===== config.mk =====
export PLATFORM = sky130hd
export DESIGN_NAME = dmg_irq_ctrl
export DESIGN_NICKNAME = d
export VERILOG_FILES = /design/src/rtl/dmg_irq_ctrl.sv
export SDC_FILE = /design/constraint.sdc
export NUM_CORES = 1
export LEC_CHECK = 0
export ABC_CLOCK_PERIOD_IN_PS = 3200
export CELL_PAD_IN_SITES_DETAIL_PLACEMENT = 0
export CELL_PAD_IN_SITES_GLOBAL_PLACEMENT = 1
export CORE_UTILIZATION = 35
export DETAILED_ROUTE_END_ITERATION = 12
export PLACE_DENSITY_LB_ADDON = 0.1
export SYNTH_ARGS = -nofsm -noshare
export SYNTH_HDL_FRONTEND = slang
export SYNTH_SLANG_ARGS = --single-unit

===== constraint.sdc =====
create_clock -name CLK -period 3.2 [get_ports CLK]
set_clock_uncertainty 0.1 [all_clocks]
set_input_delay 0.64 -clock CLK [delete_from_list [all_inputs] [get_ports CLK]]
set_output_delay 0.64 -clock CLK [all_outputs]
set_load 0.01 [all_outputs]

===== src/rtl/dmg_irq_ctrl.sv =====
// Interrupt controller: latches peripheral request edges into IF, masks with IE,
// gates with IME and runs the acknowledge -> vector dispatch sequence for the CPU.
module dmg_irq_ctrl #(
    parameter int NUM_IRQ = 5
) (
    input  logic               CLK,
    input  logic               RESET,
    input  logic [NUM_IRQ-1:0] IRQ_IN,
    input  logic               REG_SEL,
    input  logic               WR,
    input  logic               RD,
    input  logic [7:0]         DIN,
    output logic [7:0]         DOUT,
    input  logic               IME_SET,
    input  logic               IME_NOW,
    input  logic               IME_CLR,
    input  logic               INSN_END,
    input  logic               INT_ACK,
    output logic               INT_REQ,
    output logic               WAKE,
    output logic [7:0]         VECTOR,
    output logic               VEC_VALID
);

    typedef enum logic [1:0] {
        ST_IDLE  = 2'd0,
        ST_LATCH = 2'd1,
        ST_VEC   = 2'd2
    } state_t;

    state_t             state_r, state_s;
    logic [NUM_IRQ-1:0] irq_d_r;
    logic [NUM_IRQ-1:0] if_r, if_s;
    logic [7:0]         ie_r, ie_s;
    logic               ime_r, ime_s;
    logic               ei_pend_r, ei_pend_s;
    logic [7:0]         dout_r, dout_s;
    logic [7:0]         vector_r, vector_s;
    logic               vec_valid_r, vec_valid_s;
    logic [NUM_IRQ-1:0] rise_s;
    logic [NUM_IRQ-1:0] pending_s;
    logic               latch_s;

    // Isolates the lowest set (highest priority) bit of a request vector.
    function automatic logic [NUM_IRQ-1:0] lowest_onehot(input logic [NUM_IRQ-1:0] v);
        return v & (~v + {{(NUM_IRQ-1){1'b0}}, 1'b1});
    endfunction

    // Dispatch vector 0x40 + 8*n for the lowest set bit n, 0x00 when nothing is pending.
    function automatic logic [7:0] irq_vector(input logic [NUM_IRQ-1:0] v);
        logic [7:0] vec;
        vec = 8'h00;
        for (int i = NUM_IRQ - 1; i >= 0; i--) begin
            if (v[i]) begin
                vec = 8'h40 + 8'(i * 8);
            end else begin
                vec = vec;
            end
        end
        return vec;
    endfunction

    assign rise_s    = IRQ_IN & ~irq_d_r;
    assign pending_s = if_r & ie_r[NUM_IRQ-1:0];
    assign latch_s   = (state_r == ST_LATCH);

    assign WAKE      = |pending_s;
    assign INT_REQ   = ime_r & (|pending_s) & (state_r == ST_IDLE);
    assign DOUT      = dout_r;
    assign VECTOR    = vector_r;
    assign VEC_VALID = vec_valid_r;

    // Dispatch sequencing: an ack in IDLE starts a fixed two-cycle LATCH/VEC run.
    always_comb begin
        state_s = state_r;
        case (state_r)
            ST_IDLE: begin
                if (INT_ACK) begin
                    state_s = ST_LATCH;
                end else begin
                    state_s = ST_IDLE;
                end
            end
            ST_LATCH: state_s = ST_VEC;
            ST_VEC:   state_s = ST_IDLE;
            default:  state_s = ST_IDLE;
        endcase
    end

    // Register file next values; a hardware rise is OR-ed in last so it beats a clear.
    always_comb begin
        if_s = if_r;
        ie_s = ie_r;
        if (WR && !REG_SEL) begin
            if_s = DIN[NUM_IRQ-1:0];
        end else begin
            if_s = if_r;
        end
        if (latch_s) begin
            if_s = if_s & ~lowest_onehot(pending_s);
        end else begin
            if_s = if_s;
        end
        if_s = if_s | rise_s;
        if (WR && REG_SEL) begin
            ie_s = DIN;
        end else begin
            ie_s = ie_r;
        end
    end

    // Master enable: DI or dispatch clears, RETI sets now, EI arms for the next boundary.
    always_comb begin
        ime_s     = ime_r;
        ei_pend_s = ei_pend_r;
        if (IME_CLR || latch_s) begin
            ime_s     = 1'b0;
            ei_pend_s = 1'b0;
        end else begin
            if (INSN_END && ei_pend_r) begin
                ime_s     = 1'b1;
                ei_pend_s = 1'b0;
            end else begin
                ime_s     = ime_r;
                ei_pend_s = ei_pend_r;
            end
            if (IME_NOW) begin
                ime_s = 1'b1;
            end else if (IME_SET) begin
                ei_pend_s = 1'b1;
            end else begin
                ime_s = ime_s;
            end
        end
    end

    // Read data and dispatch vector; reads sample pre-write register contents.
    always_comb begin
        dout_s      = dout_r;
        vector_s    = vector_r;
        vec_valid_s = latch_s;
        if (RD) begin
            if (REG_SEL) begin
                dout_s = ie_r;
            end else begin
                dout_s = {{(8-NUM_IRQ){1'b1}}, if_r};
            end
        end else begin
            dout_s = dout_r;
        end
        if (latch_s) begin
            vector_s = irq_vector(pending_s);
        end else begin
            vector_s = vector_r;
        end
    end

    // State registers with synchronous reset.
    always_ff @(posedge CLK) begin
        if (RESET) begin
            state_r     <= ST_IDLE;
            irq_d_r     <= '0;
            if_r        <= '0;
            ie_r        <= 8'h00;
            ime_r       <= 1'b0;
            ei_pend_r   <= 1'b0;
            dout_r      <= 8'h00;
            vector_r    <= 8'h00;
            vec_valid_r <= 1'b0;
        end else begin
            state_r     <= state_s;
            irq_d_r     <= IRQ_IN;
            if_r        <= if_s;
            ie_r        <= ie_s;
            ime_r       <= ime_s;
            ei_pend_r   <= ei_pend_s;
            dout_r      <= dout_s;
            vector_r    <= vector_s;
            vec_valid_r <= vec_valid_s;
        end
    end

endmodule


[Word level (Yosys, flattened, before mapping)]
Index checks and enable logic that the tools add are counted.
Storage, ports and cells
  bits in registers: 39
  input port bits: 23
  output and inout port bits: 19
  word-level logic and storage cells: 45
Cells by class
  add/subtract/negate cells: 1
  equality and inequality tests: 1
  multiplexer cells: 15
  bitwise operators: 10
  reduce and logical (&&, ||, !) cells: 9
Operators with widths (count)
  $mux 8: 5
  $and 5x5->5: 4
  $not 5->5: 3
  $mux 5: 2
  $mux 7: 1
  $mux 1: 6
  $add 5x1->5 const B: 1
  $or 5x5->5: 1
  $reduce_or 5->1: 1
  $pmux 2 s2: 1
  $logic_and 1x1->1: 3
  $and 1x1->1: 2
  $eq 2x1->1 const B: 1
  $logic_not 2->1: 1
  $reduce_bool 2->1: 1
  $reduce_or 2->1: 1
  $logic_not 1->1: 1
  $logic_or 1x1->1: 1

[Longest topological paths before layout]
  depth after elaboration: 8
  depth in mapped cells: 6
  mapped depth without buffers: 4

[Least setup slack after synthesis]
OpenSTA, ideal clock, no wires.
  path type: flip-flop to output port
  start point: reg if_r[3]
  end point: out INT_REQ
  arrival time: 0.955 ns
  required time: 2.460 ns
  path slack: 1.505 ns
  cell stages (with the launch flop): 4
  path buffers: 0
  cell sequence: dfxtp_1 -> a22oi_1 -> nand4_1 -> and3_1
On the way
  cells in the longest elaborated chain, start to end: 4
Ends and longest elaborated chain
  start, declared: line 33  | logic [NUM_IRQ-1:0] if_r, if_s;
  start signal, assigned: line 173  | if_r <= if_s;
  $and 5x5->5: line 64  | assign pending_s = if_r & ie_r[NUM_IRQ-1:0];
  $reduce_or 5->1
  net WAKE: line 20  | output logic WAKE,
  $and 1x1->1 (2 in series): line 68  | assign INT_REQ = ime_r & (|pending_s) & (state_r == ST_IDLE);
  end, declared: line 19  | output logic INT_REQ,
The timed path passes the listed nets, and every way through them passes these cells.

[Final worst setup path]
  start point: reg if_r[3]
  end point: out INT_REQ
On the way
  cells in the longest elaborated chain, start to end: 4
Ends and longest elaborated chain (line)
  $and 5x5->5: 64
  $reduce_or 5->1: 68
  $and 1x1->1 (2 in series): 68
Every way passes these cells.

==> flow_summary.toml <==
[sta]
tightest_slew_ns = 0.522
finalSetupViolations = 0
fmax_mhz = 403
maxSlewHeadroom_pct = 65.1
finalMaxSlewViolations = 0
worst_slack_ns = 0.719
fin_crit_ns = 2.48
rsz0062_at_grt = "no"
setup_tns_ns = 0
period_share_pct = 77.5
finalHoldViolations = 0

[clock_network]
path_clk_slew_ns = 0.07
post_cts_buffers = 0
clockBufferDepth = 2
numCtsBuffers = 5
h-tree-depth = 2
cts_tree = "yes"
ctsResizeCount = 0
cts_hold_buf = 0
worstSkewPairLatency_ns = 0.28
cts_num_sinks = 34
cts_root_buf = "clkbuf_8"

[floorplan]
fp.dieW_um = 65.8
initial_core_util_pct = 37.8
core_region_area_sq_um = 3770
die-area_sq_um = 4330
die_h_um = 65.8
num_rows = 22
pin_count = 42

[setup_path]
arrival_ns = 1.74
cpMaxStageDelayCell = "clkdlybuf4s50_1"
cpLargestDelayFamily = "buffers and inverters"
crit_path_max_fanout = 6
path_buf_inv = 1
cp-start-kind = "flip-flop"
critical_path_class = "flip-flop to output pin"
cpPeakStageDelay_ns = 0.47
critPathRequiredTime_ns = 2.46
cp-end-kind = "output pin"
path_cells = "a22oi_1 -> nand4_1 -> and3_1 -> clkdlybuf4s50_1"

[grt]
grt_pass1_wl_mm = 5.14
grt_busiest_layer = "met2"
use_met3_pct = 5.34
met1_usage_pct = 19.0
grt_use_met2_pct = 26.0
grt_pass1_vias = 1151
antenna_found_initial = 0
track_usage_pct = 15.9
grt_max_degree = 24
grt_overflow = 0

[run]
drv_cap = 0

[cells_and_area]
num-nets-final = 216
fillCellCount = 370
area_delta_synth_final_pct = 32.3
drive_above_1_share_pct = 6.70
n_antenna_cell = 0

[synthesis]
netlist_top_cells_area = "dfxtp_1 48%, mux2i_1 4.9%, nand2_1 4.5%"
synth_compound_area_share_pct = 15.5
ys_ff_latch = 34
synth_top_area_share_pct = 47.8
ys_types = 35
yosys.area_share.simple_pct = 23.0
synthMuxAreaShare_pct = 5.98
synth_top_family_by_area = "simple AND/OR/NAND/NOR gates"
ys_warn_count = 0
synthAdderAreaFrac_pct = 0
avgSynthCellArea_sq_um = 9.01
synth_seq_area_share_pct = 47.8
synth_area_sq_um = 1420
synthCells = 158
synth_top_area_cell = "dfxtp_1"
synth_xor_area_share_pct = 0

[place]
dp_slack_ns = 0.959
numPortBuffers = 37
detailed_place_hpwl_mm = 2.23
place_congestion = 0.746

[power]
power-per-cell-area_nw_per_um2 = 485
total_leakage_power_nw = 0.737
peakVddDrop_v = 0.000287

[detailed_routing]
first_iter_violations = 33
wirelength_mm = 3.03
ant_nets = 0
first_pass_iters = 4
num_vias = 1217
via_per_inst = 5.03
drc = 0
wire_per_inst_um = 12.5

[hold_path]
min_path_type = "flip-flop to flip-flop"

[run_status]
outcome = "completed"
## placed cells by master (no fill, tap or decap), types with 6 or more instances in the layout
cell and count:
clkdlybuf4s50_1 37, dfxtp_1 34, nand2_1 17, nor2_1 15, a21oi_1 12, nand3_1 9
mux2i_1 7, nand2b_1 6, a211oi_1 6, clkbuf_8 6
## kinds of logic (layout without fill, tap and decap cells)
logic type	after synthesis	in the layout
other cells	1	4
flops	34	34
buf+inv	19	52
mux	8	8
compound gates	32	32
simple gates	64	64
## synth_stat cells
master,instances
nor3_1,1
dfxtp_1,34
nand4_1,1
mux2_4,1
a21oi_1,12
mux2i_1,7
clkbuf_1,6
nand2b_4,1
and3_1,2
inv_1,5
buf_2,1
a311oi_1,3
nor2b_4,1
a32oi_1,1
conb_1,1
or2b_1,1
buf_4,5
a41o_1,1
a22oi_1,3
nand2b_1,6
a211oi_1,6
nor3b_1,1
nor2b_1,5
nand3_1,9
o21ai_0,1
nor2_1,15
a21oi_2,1
nor4_1,2
buf_6,2
nand2_1,17
o221ai_1,2
a2bb2oi_1,1
nor4b_1,1
or3_1,1
a21o_1,1
## worst register-to-register path, delay by kind of cell (launching register included)
kind / cells / cell delay, ns
flops: 1 / 0.37
simple gates: 3 / 0.71
compound gates: 1 / 0.17
## metal layers
metal,wire [um],vias up,share of wire [%]
met3,167,7,5.5
met5,0,-,0
met1,1420,561,47
met4,47,0,1.6
met2,1400,34,46
li1,-,615,-
## layout make-up
type / count / area, sq um / share of cell area (%)
clock buffer: 7 / 86.3 / 4.58
multi-input combinational: 108 / 648 / 34.4
clock inverter: 1 / 5.00 / 0.266
inverter: 5 / 18.8 / 0.996
tap: 48 / 60.1 / 3.19
timing repair buffer: 39 / 385 / 20.5
sequential: 34 / 681 / 36.1
## report_power, final
part	switching (W)	internal [W]	leakage (nW)	total [W]
clock network	0.000144	0.000173	0.0482	0.000317
logic	0.0000596	0.0000735	0.408	0.000133
registers	0.0000164	0.000448	0.280	0.000464
## state kept, by name, summed over array words and instances (netlist names)
signal / count
DOUT: 8
ie_r: 8
if_r: 5
irq_d_r: 5
VECTOR: 4
state_r: 2
ei_pend_r: 1
ime_r: 1
## stage by stage
| step | instance area (sq um) | hold slack, ns | utilization (%) | instances | total power, W |
|---|---|---|---|---|---|
| 2_1_floorplan | 1440 | 0.336 | - | 161 | 0.000549 |
| 3_3_place_gp | 1790 | 0.345 | 47.5 | 234 | 0.000605 |
| 3_5_place_dp | 1790 | 0.349 | 47.5 | 234 | 0.000608 |
| 4_1_cts | 1880 | 0.358 | 50.0 | 242 | 0.000928 |
| 5_1_grt | 1880 | 0.382 | 50.0 | 242 | 0.000965 |
| 6_report | 1880 | 0.353 | 50.0 | 242 | 0.000914 |
## path summary, 6_finish.rpt
path | startpoint | endpoint | slack, ns | cells past startpoint
worst min register to register | VECTOR[5]$_SDFFE_PP0P_ | VECTOR[5]$_SDFFE_PP0P_ | 0.35 | 2
worst max-delay path | if_r[3]$_SDFF_PP0_ | INT_REQ | 0.72 | 4
worst min-delay path | VECTOR[5]$_SDFFE_PP0P_ | VECTOR[5]$_SDFFE_PP0P_ | 0.35 | 2
worst max register to register | state_r[0]$_SDFF_PP0_ | if_r[4]$_SDFF_PP0_ | 1.75 | 4
(Power assumes the default switching activity.)
